`src/rtl/ibex_register_file_ff_mp.sv`:
```
// Flip-flop RISC-V register file: N combinational read ports, in-order write port A,
// long-latency write port B, and a per-register pending scoreboard with an error strobe.
module ibex_register_file_ff_mp #(
    parameter bit                   RV32E             = 1'b0,
    parameter int unsigned          DataWidth         = 32,
    parameter int unsigned          NumReadPorts      = 2,
    parameter bit                   WriteBypass       = 1'b0,
    parameter bit                   DummyInstructions = 1'b0,
    parameter bit                   WrenCheck         = 1'b0,
    parameter logic [DataWidth-1:0] WordZeroVal       = '0,
    localparam int unsigned         NUM_WORDS         = RV32E ? 16 : 32
) (
    input  logic                            clk_i,
    input  logic                            rst_ni,
    input  logic                            dummy_instr_id_i,
    input  logic                            dummy_instr_wb_i,
    input  logic [5*NumReadPorts-1:0]       raddr_i,
    output logic [DataWidth*NumReadPorts-1:0] rdata_o,
    output logic [NumReadPorts-1:0]         rpend_o,
    input  logic [4:0]                      waddr_a_i,
    input  logic [DataWidth-1:0]            wdata_a_i,
    input  logic                            we_a_i,
    input  logic [4:0]                      waddr_b_i,
    input  logic [DataWidth-1:0]            wdata_b_i,
    input  logic                            we_b_i,
    input  logic                            alloc_i,
    input  logic [4:0]                      alloc_addr_i,
    output logic [NUM_WORDS-1:0]            pend_o,
    output logic                            err_o
);

    localparam int unsigned ADDR_W = RV32E ? 4 : 5;

    genvar gi;

    logic [ADDR_W-1:0] waddr_a;
    logic [ADDR_W-1:0] waddr_b;
    logic [ADDR_W-1:0] alloc_addr;

    assign waddr_a    = waddr_a_i[ADDR_W-1:0];
    assign waddr_b    = waddr_b_i[ADDR_W-1:0];
    assign alloc_addr = alloc_addr_i[ADDR_W-1:0];

    // Decoded one-hot enables; bit 0 stays low so x0 is never written or allocated here.
    logic [NUM_WORDS-1:0] we_a_dec;
    logic [NUM_WORDS-1:0] we_b_dec;
    logic [NUM_WORDS-1:0] alloc_dec;

    assign we_a_dec[0]  = 1'b0;
    assign we_b_dec[0]  = 1'b0;
    assign alloc_dec[0] = 1'b0;

    for (gi = 1; gi < NUM_WORDS; gi++) begin : g_decode
        assign we_a_dec[gi]  = we_a_i  & (waddr_a    == ADDR_W'(gi));
        assign we_b_dec[gi]  = we_b_i  & (waddr_b    == ADDR_W'(gi));
        assign alloc_dec[gi] = alloc_i & (alloc_addr == ADDR_W'(gi));
    end

    logic [DataWidth-1:0] rf_q [1:NUM_WORDS-1];
    logic [DataWidth-1:0] rf_d [1:NUM_WORDS-1];
    logic [NUM_WORDS-1:0] pend_q;
    logic [NUM_WORDS-1:0] pend_d;
    logic                 err_q;
    logic                 err_d;

    // Port A is applied last so it wins a same-address collision with port B.
    always_comb begin
        for (int i = 1; i < NUM_WORDS; i++) begin
            rf_d[i] = rf_q[i];
            if (we_b_dec[i]) begin
                rf_d[i] = wdata_b_i;
            end
            if (we_a_dec[i]) begin
                rf_d[i] = wdata_a_i;
            end
        end
    end

    // Alloc dominates a same-cycle clear so a back-to-back reissue keeps the register pending.
    always_comb begin
        pend_d = alloc_dec | (pend_q & ~we_b_dec);
        pend_d[0] = 1'b0;
    end

    // x0 shadow flop, only written by dummy instructions through port A.
    logic                 x0_we;
    logic                 x0_rd_sel;
    logic                 x0_bypass;
    logic [DataWidth-1:0] x0_q;

    assign x0_we     = we_a_i & (waddr_a == '0) & dummy_instr_wb_i;
    assign x0_rd_sel = DummyInstructions & dummy_instr_id_i;
    assign x0_bypass = x0_rd_sel & x0_we;

    if (DummyInstructions) begin : g_x0_shadow
        logic [DataWidth-1:0] x0_d;

        always_comb begin
            x0_d = x0_q;
            if (x0_we) begin
                x0_d = wdata_a_i;
            end
        end

        always_ff @(posedge clk_i or negedge rst_ni) begin
            if (!rst_ni) begin
                x0_q <= WordZeroVal;
            end else begin
                x0_q <= x0_d;
            end
        end
    end else begin : g_x0_const
        assign x0_q = WordZeroVal;
    end

    // Uniform read view with the x0 value folded in at index 0.
    logic [DataWidth-1:0] rf_view [NUM_WORDS];

    assign rf_view[0] = x0_rd_sel ? x0_q : WordZeroVal;

    for (gi = 1; gi < NUM_WORDS; gi++) begin : g_view
        assign rf_view[gi] = rf_q[gi];
    end

    for (gi = 0; gi < NumReadPorts; gi++) begin : g_rport
        logic [ADDR_W-1:0]    ra;
        logic [DataWidth-1:0] rd;

        assign ra = raddr_i[5*gi +: ADDR_W];

        always_comb begin
            rd = rf_view[ra];
            if (WriteBypass) begin
                if (ra == '0) begin
                    if (x0_bypass) begin
                        rd = wdata_a_i;
                    end
                end else if (we_a_dec[ra]) begin
                    rd = wdata_a_i;
                end else if (we_b_dec[ra]) begin
                    rd = wdata_b_i;
                end
            end
        end

        assign rdata_o[DataWidth*gi +: DataWidth] = rd;
        assign rpend_o[gi] = pend_q[ra];
    end

    function automatic logic onehot0(input logic [NUM_WORDS-1:0] v);
        return (v & (v - 1'b1)) == '0;
    endfunction

    // Reference enables rebuilt by shifting, independent of the comparator-based decoders.
    logic [NUM_WORDS-1:0] exp_a;
    logic [NUM_WORDS-1:0] exp_b;
    logic                 collision;
    logic                 wren_err;
    logic                 unpend_b;

    assign exp_a = (we_a_i && waddr_a != '0) ? (NUM_WORDS'(1) << waddr_a) : '0;
    assign exp_b = (we_b_i && waddr_b != '0) ? (NUM_WORDS'(1) << waddr_b) : '0;

    assign collision = |(we_a_dec & we_b_dec);
    assign wren_err  = !onehot0(we_a_dec) || !onehot0(we_b_dec) ||
                       (we_a_dec != exp_a) || (we_b_dec != exp_b);
    assign unpend_b  = we_b_i && (waddr_b != '0) && !pend_q[waddr_b];

    always_comb begin
        err_d = collision;
        if (WrenCheck) begin
            err_d = collision | wren_err | unpend_b;
        end
    end

    always_ff @(posedge clk_i or negedge rst_ni) begin
        if (!rst_ni) begin
            for (int i = 1; i < NUM_WORDS; i++) begin
                rf_q[i] <= WordZeroVal;
            end
            pend_q <= '0;
            err_q  <= 1'b0;
        end else begin
            for (int i = 1; i < NUM_WORDS; i++) begin
                rf_q[i] <= rf_d[i];
            end
            pend_q <= pend_d;
            err_q  <= err_d;
        end
    end

    assign pend_o = pend_q;
    assign err_o  = err_q;

endmodule
```
`config.mk`:
```
export PLATFORM = sky130hd
export DESIGN_NAME = ibex_register_file_ff_mp
export DESIGN_NICKNAME = d
export VERILOG_FILES = /design/src/rtl/ibex_register_file_ff_mp.sv
export SDC_FILE = /design/constraint.sdc
export NUM_CORES = 2
export LEC_CHECK = 0
export BUFFER_PORTS_ARGS = -buffer_cell sky130_fd_sc_hd__buf_2
export CAP_MARGIN = 20
export CORE_MARGIN = 1.5
export CORE_UTILIZATION = 25
export CTS_CLUSTER_DIAMETER = 150
export DETAILED_ROUTE_END_ITERATION = 8
export PLACE_DENSITY_LB_ADDON = 0.15
export SLEW_MARGIN = 20
export SYNTH_ARGS = -nofsm -noshare
export SYNTH_HDL_FRONTEND = slang
export SYNTH_SLANG_ARGS = --single-unit
```
`constraint.sdc`:
```
create_clock -name clk_i -period 1.95 [get_ports clk_i]
set_clock_uncertainty 0.2 [all_clocks]
set_input_delay 0.195 -clock clk_i [delete_from_list [all_inputs] [get_ports clk_i]]
set_output_delay 0.195 -clock clk_i [all_outputs]
set_load 0.01 [all_outputs]
```
==> results_dict.tcl <==
set metrics [dict create \
    tritoncts "built" \
    routedWlPerCell_um 31.79 \
    outcome "finished, violations left" \
    synth_nets 6221 \
    final_area_mm2 0.08398 \
    path_class "reg -> out" \
    worstHoldPathCells 6 \
    async_flop_share_pct 100.0 \
    final.period_utilization_pct 151.6 \
    place_congestion 0.8564 \
    violations "negative hold slack, negative setup slack" \
    grt_pass1_vias 53490 \
    grt-ovfl-total 0 \
    end_kind "primary output" \
    r2r-end "pend_o[11]$_DFF_PN0_" \
    final.setup.tns_ns -58.64 \
    hold_viol 3 \
    crit_start "rf_q[563]$_DFFE_PN0P_" \
    synth-xor-area-share_pct 0 \
    seqPwrFrac_pct 39.3 \
    ys.warnings.count 0 \
    viasPerCell 5.352 \
    drtPass1Iterations 6 \
    min_path_type "in -> reg" \
    cts-root-buf "clkbuf_16" \
    ys.flop_type "dfrtp_1" \
    drive_gt1_share_pct 29.02 \
    ir_drop_mv 0.9160 \
    leakage_nw 39.51 \
    syn_inst 6125 \
    r2r_cells 6 \
    cp_top_family "multiplexers" \
    synth.avg_cell_area_um2 10.43 \
    min_from "waddr_a_i[0]" \
    antenna_left 0 \
    worst_slack_ns -1.006 \
    synth_seq_cells 1024 \
    fin_nets 6793 \
    p_int_mw 54.36 \
    synth_area_mm2 0.06388 \
    synth-simple-area-share_pct 8.190 \
    power_density_mw_per_mm2 961.1 \
    drcViolationCount 0 \
    reg2reg_slack_ns 0.12 \
    cap_viol_max_count 0 \
    cts-root-to-sink-buffers 3 \
    antenna_found_initial 19 \
    h-tree-depth 4 \
    min_period_ns 2.956 \
    synth_top_family_by_area "multiplexers" \
    r2r-start "pend_o[11]$_DFF_PN0_" \
    max_slew_margin_pct 31.52 \
    clock-sinks 1024 \
    final-setup-viol-count 81 \
    clkLatencyLatePin_ns 0.80 \
    synth.distinct_cells 48 \
    gr-usage-all-layers_pct 24.27 \
    synth_fa_ha_area_share_pct 0 \
    arrival_ns 2.56 \
    wl_mm 323.7 \
    critPathSlowestCell "mux4_2" \
    synth-seq-area-share_pct 40.12 \
    core_mm2 0.2542 \
    portBuffers 191 \
    grt_pass1_wl_mm 444.9 \
    layout.cells.non_filler 10180 \
    synth_edf_count 0 \
    synthMuxAreaShare_pct 33.68 \
    drtIter0Drc 5377 \
    synth-compound-area-share_pct 12.75 \
    hold_path_end "rf_q[192]$_DFFE_PN0P_" \
    area_growth_pct 31.48 \
    final_util_pct 33.04 \
    dp_hpwl_mm 215.3 \
    worstPathMaxFanout 3 \
    clkTransAtPathRegs_ns 0.06 \
    ios 195 \
    required_ns 1.55 \
    p_sw_share_pct 32.65 \
    cpPeakStageDelay_ns 0.48 \
    final_max_slew_viol_count 0 \
    fmax_mhz 338.3 \
    fp.dieH_um 508.5 \
    grt_max_degree 61 \
    path_buf_inv 2 \
    die-area_mm2 0.2586 \
    rows 185 \
    vias 54490 \
    path_cells "mux4_2 > mux2i_1 > nand2_1 > o31ai_2 > a31oi_1 > buf_4 > buf_2" \
    die_x_um 508.5 \
    rsz0062_at_grt "yes" \
    cts_made_buffers 138 \
    num-fill-cells 25560 \
    combPwrFrac_pct 27.8 \
    p_switching_mw 26.35 \
    start_util_pct 25.13 \
    start_kind "flip-flop" \
    clkPwrFrac_pct 32.9 \
    placed_cell_area_mm2 0.07614 \
    hold_slack_ns -0.02015 \
    place_inst 9794 \
    tightest_slew_ns 1.027 \
]
## state kept, by name (all words and copies together), names as in the netlist
| signal | cells |
|---|---|
| pend_o | 31 |
| rf_q | 992 |
| err_o | 1 |
## layout by cell type (no fill, tap or decap), drive strengths merged, types with 70 or more instances in the layout
cell / netlist / routed
mux2i: 1184 / 1184
buf: 313 / 1048
dfrtp: 1024 / 1024
nor2: 629 / 629
nand2: 579 / 579
a21oi: 539 / 539
o21ai: 457 / 457
mux4: 396 / 396
clkbuf: 412 / 214
a22oi: 197 / 197
dlygate4sd3: 0 / 101
a31oi: 72 / 72
o31ai: 70 / 70
## Yosys cell counts, types with 3 or more instances
cell / n / share of area (%)
nor2_1: 618 / 3.6
buf_4: 95 / 1.1
o32ai_1: 7 / 0.096
o22ai_1: 69 / 0.68
mux4_2: 396 / 14
nand4_1: 9 / 0.088
and4b_1: 6 / 0.094
a22o_1: 11 / 0.15
a21oi_1: 539 / 4.2
buf_2: 165 / 1.3
a32o_1: 3 / 0.047
mux2_2: 66 / 1.2
nor2_2: 11 / 0.11
nor2b_1: 13 / 0.13
and2_1: 8 / 0.078
o31ai_1: 70 / 0.82
mux2i_1: 1184 / 19
buf_6: 9 / 0.16
nand4b_1: 6 / 0.082
buf_1: 44 / 0.26
nor4bb_1: 4 / 0.063
nor3_1: 5 / 0.039
o21ai_0: 436 / 3.4
o2bb2ai_1: 7 / 0.096
or2_2: 3 / 0.029
nand2_1: 556 / 3.3
o21ai_1: 21 / 0.16
clkbuf_1: 410 / 2.4
nand3_1: 8 / 0.063
dfrtp_1: 1024 / 40
nand2_2: 23 / 0.23
a31oi_1: 72 / 0.71
nand2b_1: 9 / 0.088
a22oi_1: 197 / 2.3
## stage by stage
stage / hold WS, ns / power (mW) / setup WS (ns)
global route: 0.006389 / 84.41 / -1.080
global placement: -0.05357 / 52.07 / -1.018
CTS: -0.05790 / 80.59 / -1.097
detailed placement: -0.05849 / 52.56 / -1.026
finish: -0.02015 / 80.71 / -1.006
floorplan: -0.3006 / 43.72 / 0.02647
## metal layers
metal	wire length, um	GRT usage, %	part of all wire (%)	vias to the layer above
met2	146200	38.21	45	2055
met1	147100	34.13	45	28340
met4	10540	7.120	3.3	4
li1	-	-	-	23640
met3	19830	3.828	6.1	456
met5	22	0	0.0068	-
## worst max path at each step
stage                             end  slack (ns)  depth (start not counted)
after floorplan           rdata_o[31]        0.03                          6
after global placement    rdata_o[20]       -1.02                         10
after detailed placement  rdata_o[20]       -1.03                         10
after CTS                 rdata_o[50]       -1.10                          8
after global routing      rdata_o[54]       -1.08                          8
final                     rdata_o[51]       -1.01                          7
## tightest hold or removal path: stages
cell     delay [ns]
buf_2          0.09
nor2b_1        0.12
buf_4          0.15
nand2_4        0.07
buf_12         0.17
a21oi_1        0.14
## final cells by class
class / instances / area, um2 / area share, %
multi-input cells: 4375 / 36830 / 43.86
flip-flops and latches: 1024 / 25630 / 30.51
repair buffers: 1157 / 12650 / 15.06
well taps: 3366 / 4212 / 5.015
clock buffers: 208 / 4076 / 4.854
clock inverters: 40 / 558.0 / 0.6645
diodes: 10 / 25.02 / 0.02980
inverters: 1 / 3.754 / 0.004469
## logic make-up (layout without fill, tap and decap cells)
family                 Yosys count  after routing
AOI/OAI and AO/OA             1435           1435
buffers and inverters          726           1406
DFF                           1024           1024
muxes                         1646           1646
other                            1             11
and+or+nand+nor               1293           1293
## power groups by stage
stage                     Combinational, mW  Clock [mW]  Sequential (mW)
after floorplan                        13.6           0             30.1
after global placement                 20.4           0             31.7
after detailed placement               20.7           0             31.8
after CTS                              22.0        27.1             31.5
after global routing                   24.2        27.9             32.3
final                                  22.5        26.5             31.7
## timing repair
action,CTS,global route
gates cloned,0,8
hold buffers,102,7
gates resized for setup,231,72
setup buffers,13,26
endpoints found under the hold margin,2047,22
pin swaps,35,29
setup endpoints to repair,69,118
Power figures use the tool's default switching activity.
